### src/rtl/spi_pkg.sv
// spi_pkg: shared types and constants for the SPI responder.
// Holds the FSM state enum, default word width and {CKP,CPH} mode codes.
package spi_pkg;

  localparam int SPI_DATA_W = 8;

  typedef enum logic [1:0] {
    IDLE  = 2'd0,
    LOAD  = 2'd1,
    SHIFT = 2'd2
  } state_t;

  // {CKP, CPH}
  localparam logic [1:0] MODE0 = 2'b00;
  localparam logic [1:0] MODE1 = 2'b01;
  localparam logic [1:0] MODE2 = 2'b10;
  localparam logic [1:0] MODE3 = 2'b11;

endpackage

### src/rtl/spi_sync_edge.sv
// spi_sync_edge: N-stage synchroniser with history flop and edge pulses.
// Ports: clk, rst (async high), d in; lvl (synced level), rise, fall out.
module spi_sync_edge #(
  parameter int   N    = 2,
  parameter logic INIT = 1'b0
) (
  input  logic clk,
  input  logic rst,
  input  logic d,
  output logic lvl,
  output logic rise,
  output logic fall
);

  logic [N-1:0] sync;
  logic         hist;

  // Edge pulses are registered so that every consumer sees them
  // alongside a settled history level.
  always_ff @(posedge clk or posedge rst) begin
    if (rst) begin
      sync <= {N{INIT}};
      hist <= INIT;
      rise <= 1'b0;
      fall <= 1'b0;
    end else begin
      sync <= {sync[N-2:0], d};
      hist <= sync[N-1];
      rise <= sync[N-1] & ~hist;
      fall <= ~sync[N-1] & hist;
    end
  end

  assign lvl = hist;

endmodule

### src/rtl/spi_receptor.sv
// spi_receptor: SPI responder, all four CKP/CPH modes, multi-word per CS.
// Ports: clk, rst, CKP, CPH, SCK, CS, MOSI, data_in in;
//        MISO, data_out, data_valid, busy, abort out.
module spi_receptor
  import spi_pkg::*;
#(
  parameter int DATA_W      = SPI_DATA_W,
  parameter int SYNC_STAGES = 2
) (
  input  logic              clk,
  input  logic              rst,
  input  logic              CKP,
  input  logic              CPH,
  input  logic              SCK,
  input  logic              CS,
  input  logic              MOSI,
  output logic              MISO,
  input  logic [DATA_W-1:0] data_in,
  output logic [DATA_W-1:0] data_out,
  output logic              data_valid,
  output logic              busy,
  output logic              abort
);

  localparam int CW = $clog2(DATA_W);
  localparam logic [CW-1:0] LAST = CW'(DATA_W - 1);

  logic sck_lvl, sck_rise, sck_fall;
  logic cs_lvl, cs_rise, cs_fall;
  logic [SYNC_STAGES-1:0] mosi_sync;
  logic mosi_s;

  logic sck_edge, lead, trail, samp, shft;

  state_t            state, state_n;
  logic [CW-1:0]     cnt, cnt_n;
  logic [DATA_W-1:0] rx, rx_n;
  logic [DATA_W-1:0] tx, tx_n;
  logic [DATA_W-1:0] dout_n, rx_word;
  logic              dv_n, ab_n;

  spi_sync_edge #(
    .N    (SYNC_STAGES),
    .INIT (1'b0)
  ) u_sck (
    .clk  (clk),
    .rst  (rst),
    .d    (SCK),
    .lvl  (sck_lvl),
    .rise (sck_rise),
    .fall (sck_fall)
  );

  spi_sync_edge #(
    .N    (SYNC_STAGES),
    .INIT (1'b1)
  ) u_cs (
    .clk  (clk),
    .rst  (rst),
    .d    (CS),
    .lvl  (cs_lvl),
    .rise (cs_rise),
    .fall (cs_fall)
  );

  assign mosi_s = mosi_sync[SYNC_STAGES-1];

  // An edge that leaves the idle level is leading, one that
  // returns to it is trailing.
  assign sck_edge = sck_rise | sck_fall;
  assign lead     = sck_edge & (sck_lvl ^ CKP);
  assign trail    = sck_edge & ~(sck_lvl ^ CKP);

  always_comb begin
    samp = lead;
    shft = trail;
    unique case ({CKP, CPH})
      MODE0, MODE2: begin
        samp = lead;
        shft = trail;
      end
      MODE1, MODE3: begin
        samp = trail;
        shft = lead;
      end
    endcase
  end

  always_ff @(posedge clk or posedge rst) begin
    if (rst) begin
      state      <= IDLE;
      cnt        <= '0;
      rx         <= '0;
      tx         <= '0;
      data_out   <= '0;
      data_valid <= 1'b0;
      abort      <= 1'b0;
      mosi_sync  <= '0;
    end else begin
      state      <= state_n;
      cnt        <= cnt_n;
      rx         <= rx_n;
      tx         <= tx_n;
      data_out   <= dout_n;
      data_valid <= dv_n;
      abort      <= ab_n;
      mosi_sync  <= {mosi_sync[SYNC_STAGES-2:0], MOSI};
    end
  end

  always_comb begin
    state_n = state;
    cnt_n   = cnt;
    rx_n    = rx;
    tx_n    = tx;
    dout_n  = data_out;
    dv_n    = 1'b0;
    ab_n    = 1'b0;
    rx_word = {rx[DATA_W-2:0], mosi_s};
    unique case (state)
      IDLE: begin
        cnt_n = '0;
        if (cs_fall) state_n = LOAD;
      end
      LOAD: begin
        tx_n    = data_in;
        cnt_n   = '0;
        state_n = cs_rise ? IDLE : SHIFT;
      end
      SHIFT: begin
        // No shift at a word boundary: the MSB just loaded must
        // survive the first shift edge of the word.
        if (shft && cnt != '0)
          tx_n = {tx[DATA_W-2:0], 1'b1};
        if (samp) begin
          rx_n = rx_word;
          if (cnt == LAST) begin
            cnt_n  = '0;
            dout_n = rx_word;
            dv_n   = 1'b1;
            tx_n   = data_in;
          end else begin
            cnt_n = cnt + 1'b1;
          end
        end
        // A word finishing in this same cycle leaves cnt_n at 0,
        // so it completes instead of aborting.
        if (cs_rise) begin
          ab_n    = (cnt_n != '0);
          cnt_n   = '0;
          state_n = IDLE;
        end
      end
      default: state_n = IDLE;
    endcase
  end

  assign busy = ~cs_lvl;
  assign MISO = (state == SHIFT) ? tx[DATA_W-1] : 1'b1;

endmodule

### config.mk
export PLATFORM = sky130hd
export DESIGN_NAME = spi_receptor
export DESIGN_NICKNAME = d
export VERILOG_FILES = /design/src/rtl/spi_pkg.sv /design/src/rtl/spi_sync_edge.sv /design/src/rtl/spi_receptor.sv
export SDC_FILE = /design/constraint.sdc
export NUM_CORES = 1
export LEC_CHECK = 0
export CELL_PAD_IN_SITES_DETAIL_PLACEMENT = 0
export CELL_PAD_IN_SITES_GLOBAL_PLACEMENT = 1
export CORE_UTILIZATION = 43
export CTS_CLUSTER_DIAMETER = 30
export CTS_CLUSTER_SIZE = 8
export DETAILED_ROUTE_END_ITERATION = 6
export PLACE_DENSITY = 0.8
export SKIP_LAST_GASP = 1
export SLEW_MARGIN = 20
export SYNTH_ARGS = -nofsm -noshare
export SYNTH_HDL_FRONTEND = slang
export SYNTH_SLANG_ARGS = --single-unit
### constraint.sdc
create_clock -name clk -period 1.9 [get_ports clk]
set_input_delay 0.285 -clock clk [delete_from_list [all_inputs] [get_ports clk]]
set_output_delay 0.285 -clock clk [all_outputs]
set_load 0.005 [all_outputs]
==> metrics.txt, run 1 <==
worst setup path start=state[0]; Crit Reg-Reg Endpoint=tx[5]; DR vias/cell=4.93; Vias=1046; Worst-path clk slew=0.07 ns; max-cap violations=0; fillers=303; antenna violations before repair=0; CTS Root Cell=clkbuf_8; crit path cell chain=inv_1, ha_2, nand2b_1, clkdlybuf4s50_1; Die Width=65.9 um; cell leakage power=1.06 nW; largest net degree at the start of global routing=43; Hold WC Path Type=reg2reg; critical path fanouts, max=4; core area=0.00380 mm^2; initial DRC count=40; Rows=22; starting density of the core=46.2%; Sequential Area=0.00105 mm^2; clk_lat worst skew=0.30 ns; worst setup path class=reg2out; Cell Area, Synth=0.00176 mm^2; grt total ovfl=0; Fmax=549 MHz; Slew Viols, Final=0; Rel. slew slack=66.7%; actual slew at the worst max-slew pin=0.499 ns; status=completed; Die H=65.9 um; clock skew=0.00927 ns; synth unique cells=33; input/output buffers=26; power per cell area=1090 mW/mm^2; sequential area share after synthesis=60.1%; Placer Congestion=0.736; Critical Path AT=1.54 ns; CTS Hold Buffers Added=0; Yosys reg bits=42; vias in the first global route=1095; CP startpoint kind=flop; ant diodes=0; Top Ports=27; area taken by multi-input logic gates=657 um^2; minimum clock period=1.82 ns; final WL=2910 um; Yosys warning count=0; DR WL/cell=13.7 um; layout cell share with drive strength beyond 1=22.6%; Setup violations, final=0; CP Capture Point=MISO; area grow syn2layout=26.1%; clock buffer depth=2; Hold Path Depth=0; setup slack, reg-to-reg=0.12 ns; Syn Area/Cell=13.7 um^2; Fin. Hold Viols=0; Final period util=95.9%; most frequent cells in the layout=dfrtp_1, clkdlybuf4s50_1, mux2_2, inv_1, and3_1; Cells after Synth=128; Critical Path RT=1.62 ns; clock sink count=42; HPWL after detailed placement=2010 um; CP Capture Type=output port; Final nets=185; Worst R2R Path Depth=6; Antenna Nets Post-Route=0; FF-to-FF Start=cnt[0]; CTS buffer count=5; GRT Overall Usage=15.9%; VDD IR max=0.000460 V; Core Util, Final=58.3%; DRC=0; commonest non-fill, non-tap cell in the layout=dfrtp_1; global-route wire length before repair=4960 um; slowest cell on the critical path=clkdlybuf4s50_1; worst stage delay on the critical path=0.49 ns; Die Area=0.00434 mm^2; H-tree lvl count=2; syn_nets=150; Pwr Total=2.41 mW; Pre-antenna DRT Iters=4; TritonCTS clock tree=built
## cells in the mapped netlist
cell / instances / area, um^2
a211oi_1: 1 / 7.51
a21bo_2: 1 / 10.0
a21oi_1: 2 / 10.0
a221o_1: 7 / 70.1
a22o_1: 2 / 17.5
a22oi_1: 1 / 7.51
a2bb2oi_1: 1 / 8.76
and2b_1: 1 / 7.51
and3_1: 8 / 50.1
buf_2: 1 / 5.00
buf_6: 1 / 11.3
clkbuf_1: 1 / 3.75
dfrtp_1: 39 / 976
dfstp_2: 3 / 78.8
ha_1: 7 / 87.6
inv_1: 9 / 33.8
mux2_2: 15 / 169
nand2_1: 4 / 15.0
nand2_2: 1 / 6.26
nand2b_1: 3 / 18.8
nand3_4: 1 / 17.5
nor2_1: 3 / 11.3
nor2b_1: 4 / 25.0
nor3_1: 1 / 5.00
nor3_2: 1 / 10.0
nor3b_1: 2 / 15.0
nor4_1: 1 / 6.26
o21a_1: 2 / 15.0
o21ai_2: 1 / 8.76
o21bai_1: 1 / 7.51
o22ai_1: 1 / 6.26
o311ai_0: 1 / 8.76
xor3_2: 1 / 25.0
## routing by layer
metal	vias to the layer above	track usage (%)	wire length, um
met5	-	0	0
li1	523	-	-
met2	26	24.1	1330
met1	491	19.3	1380
met4	0	10.6	40
met3	6	5.00	154
## worst min path at each step
stage	startpoint	to
2_1_floorplan	CS	u_cs.sync[0]
3_3_place_gp	mosi_sync[0]	mosi_sync[1]
3_5_place_dp	u_sck.sync[0]	u_sck.sync[1]
4_1_cts	u_cs.sync[0]	u_cs.sync[1]
5_1_grt	u_cs.sync[0]	u_cs.sync[1]
6_report	u_cs.sync[0]	u_cs.sync[1]
## cell families (layout without fill, tap and decap cells)
family                     Yosys count  count (layout)  synth area share (%)
xor gates and xnor gates             1               1                  1.43
muxes                               15              15                  9.62
buffers and inverters               12              48                  3.06
AOI/OAI and AO/OA                   21              21                  10.1
DFF                                 42              42                  60.1
and+or+nand+nor                     30              30                  10.7
adders and majority gates            7               7                  4.99
## state kept, by name, indices dropped and copies added (netlist names), 2 cells and up
signal,cells
cnt,3
data_out,8
mosi_sync,2
rx,7
state,2
tx,8
u_cs.sync,2
u_sck.sync,2
## stage by stage
step                hold WS [ns]  cell area [um^2]  cells  setup TNS [ns]  worst slack [ns]
floorplan                  0.289              1760    128               0             0.166
global placement           0.338              2090    203           -1.53           -0.0765
detailed placement         0.338              2090    203           -2.01            -0.117
CTS                        0.359              2200    211               0           0.00531
global route               0.369              2210    212         -0.0105           -0.0105
finish                     0.357              2210    212               0            0.0780
## report_power, final
group          internal, mW  switching, mW
Clock                 0.392          0.290
Sequential             1.05         0.0955
Combinational         0.313          0.272
Total                  1.75          0.657
## what timing repair did
item | 4_1_cts | 5_1_grt
buffers inserted | 0 | 1
gates resized for setup | 0 | 2
setup endpoints to repair | 0 | 8
## worst max-delay path: cells and delay by family, from the launching register on
kind          cells  cell delay [ns]
buf+inv           2             0.57
flops             1             0.40
fa+ha+maj         1             0.21
simple gates      1             0.07
## area by class of cell
cell class | instances | area share (%)
clock buffer | 6 | 3.28
multi-input combinational | 74 | 29.7
inverter | 9 | 1.53
timing repair buffer | 31 | 13.5
tap | 48 | 2.71
clock inverter | 2 | 1.70
sequential | 42 | 47.7
(Power assumes the default switching activity.)
==> run 2: changes to the inputs <==
--- a/config.mk
+++ b/config.mk
@@ -11,6 +11,7 @@
 export CTS_CLUSTER_DIAMETER = 30
 export CTS_CLUSTER_SIZE = 8
 export DETAILED_ROUTE_END_ITERATION = 6
+export GPL_ROUTABILITY_DRIVEN = 0
 export PLACE_DENSITY = 0.8
 export SKIP_LAST_GASP = 1
 export SLEW_MARGIN = 20
==> results of run 2 <==
Same layout as run 1: the final DEF is identical, and so are final timing and power.
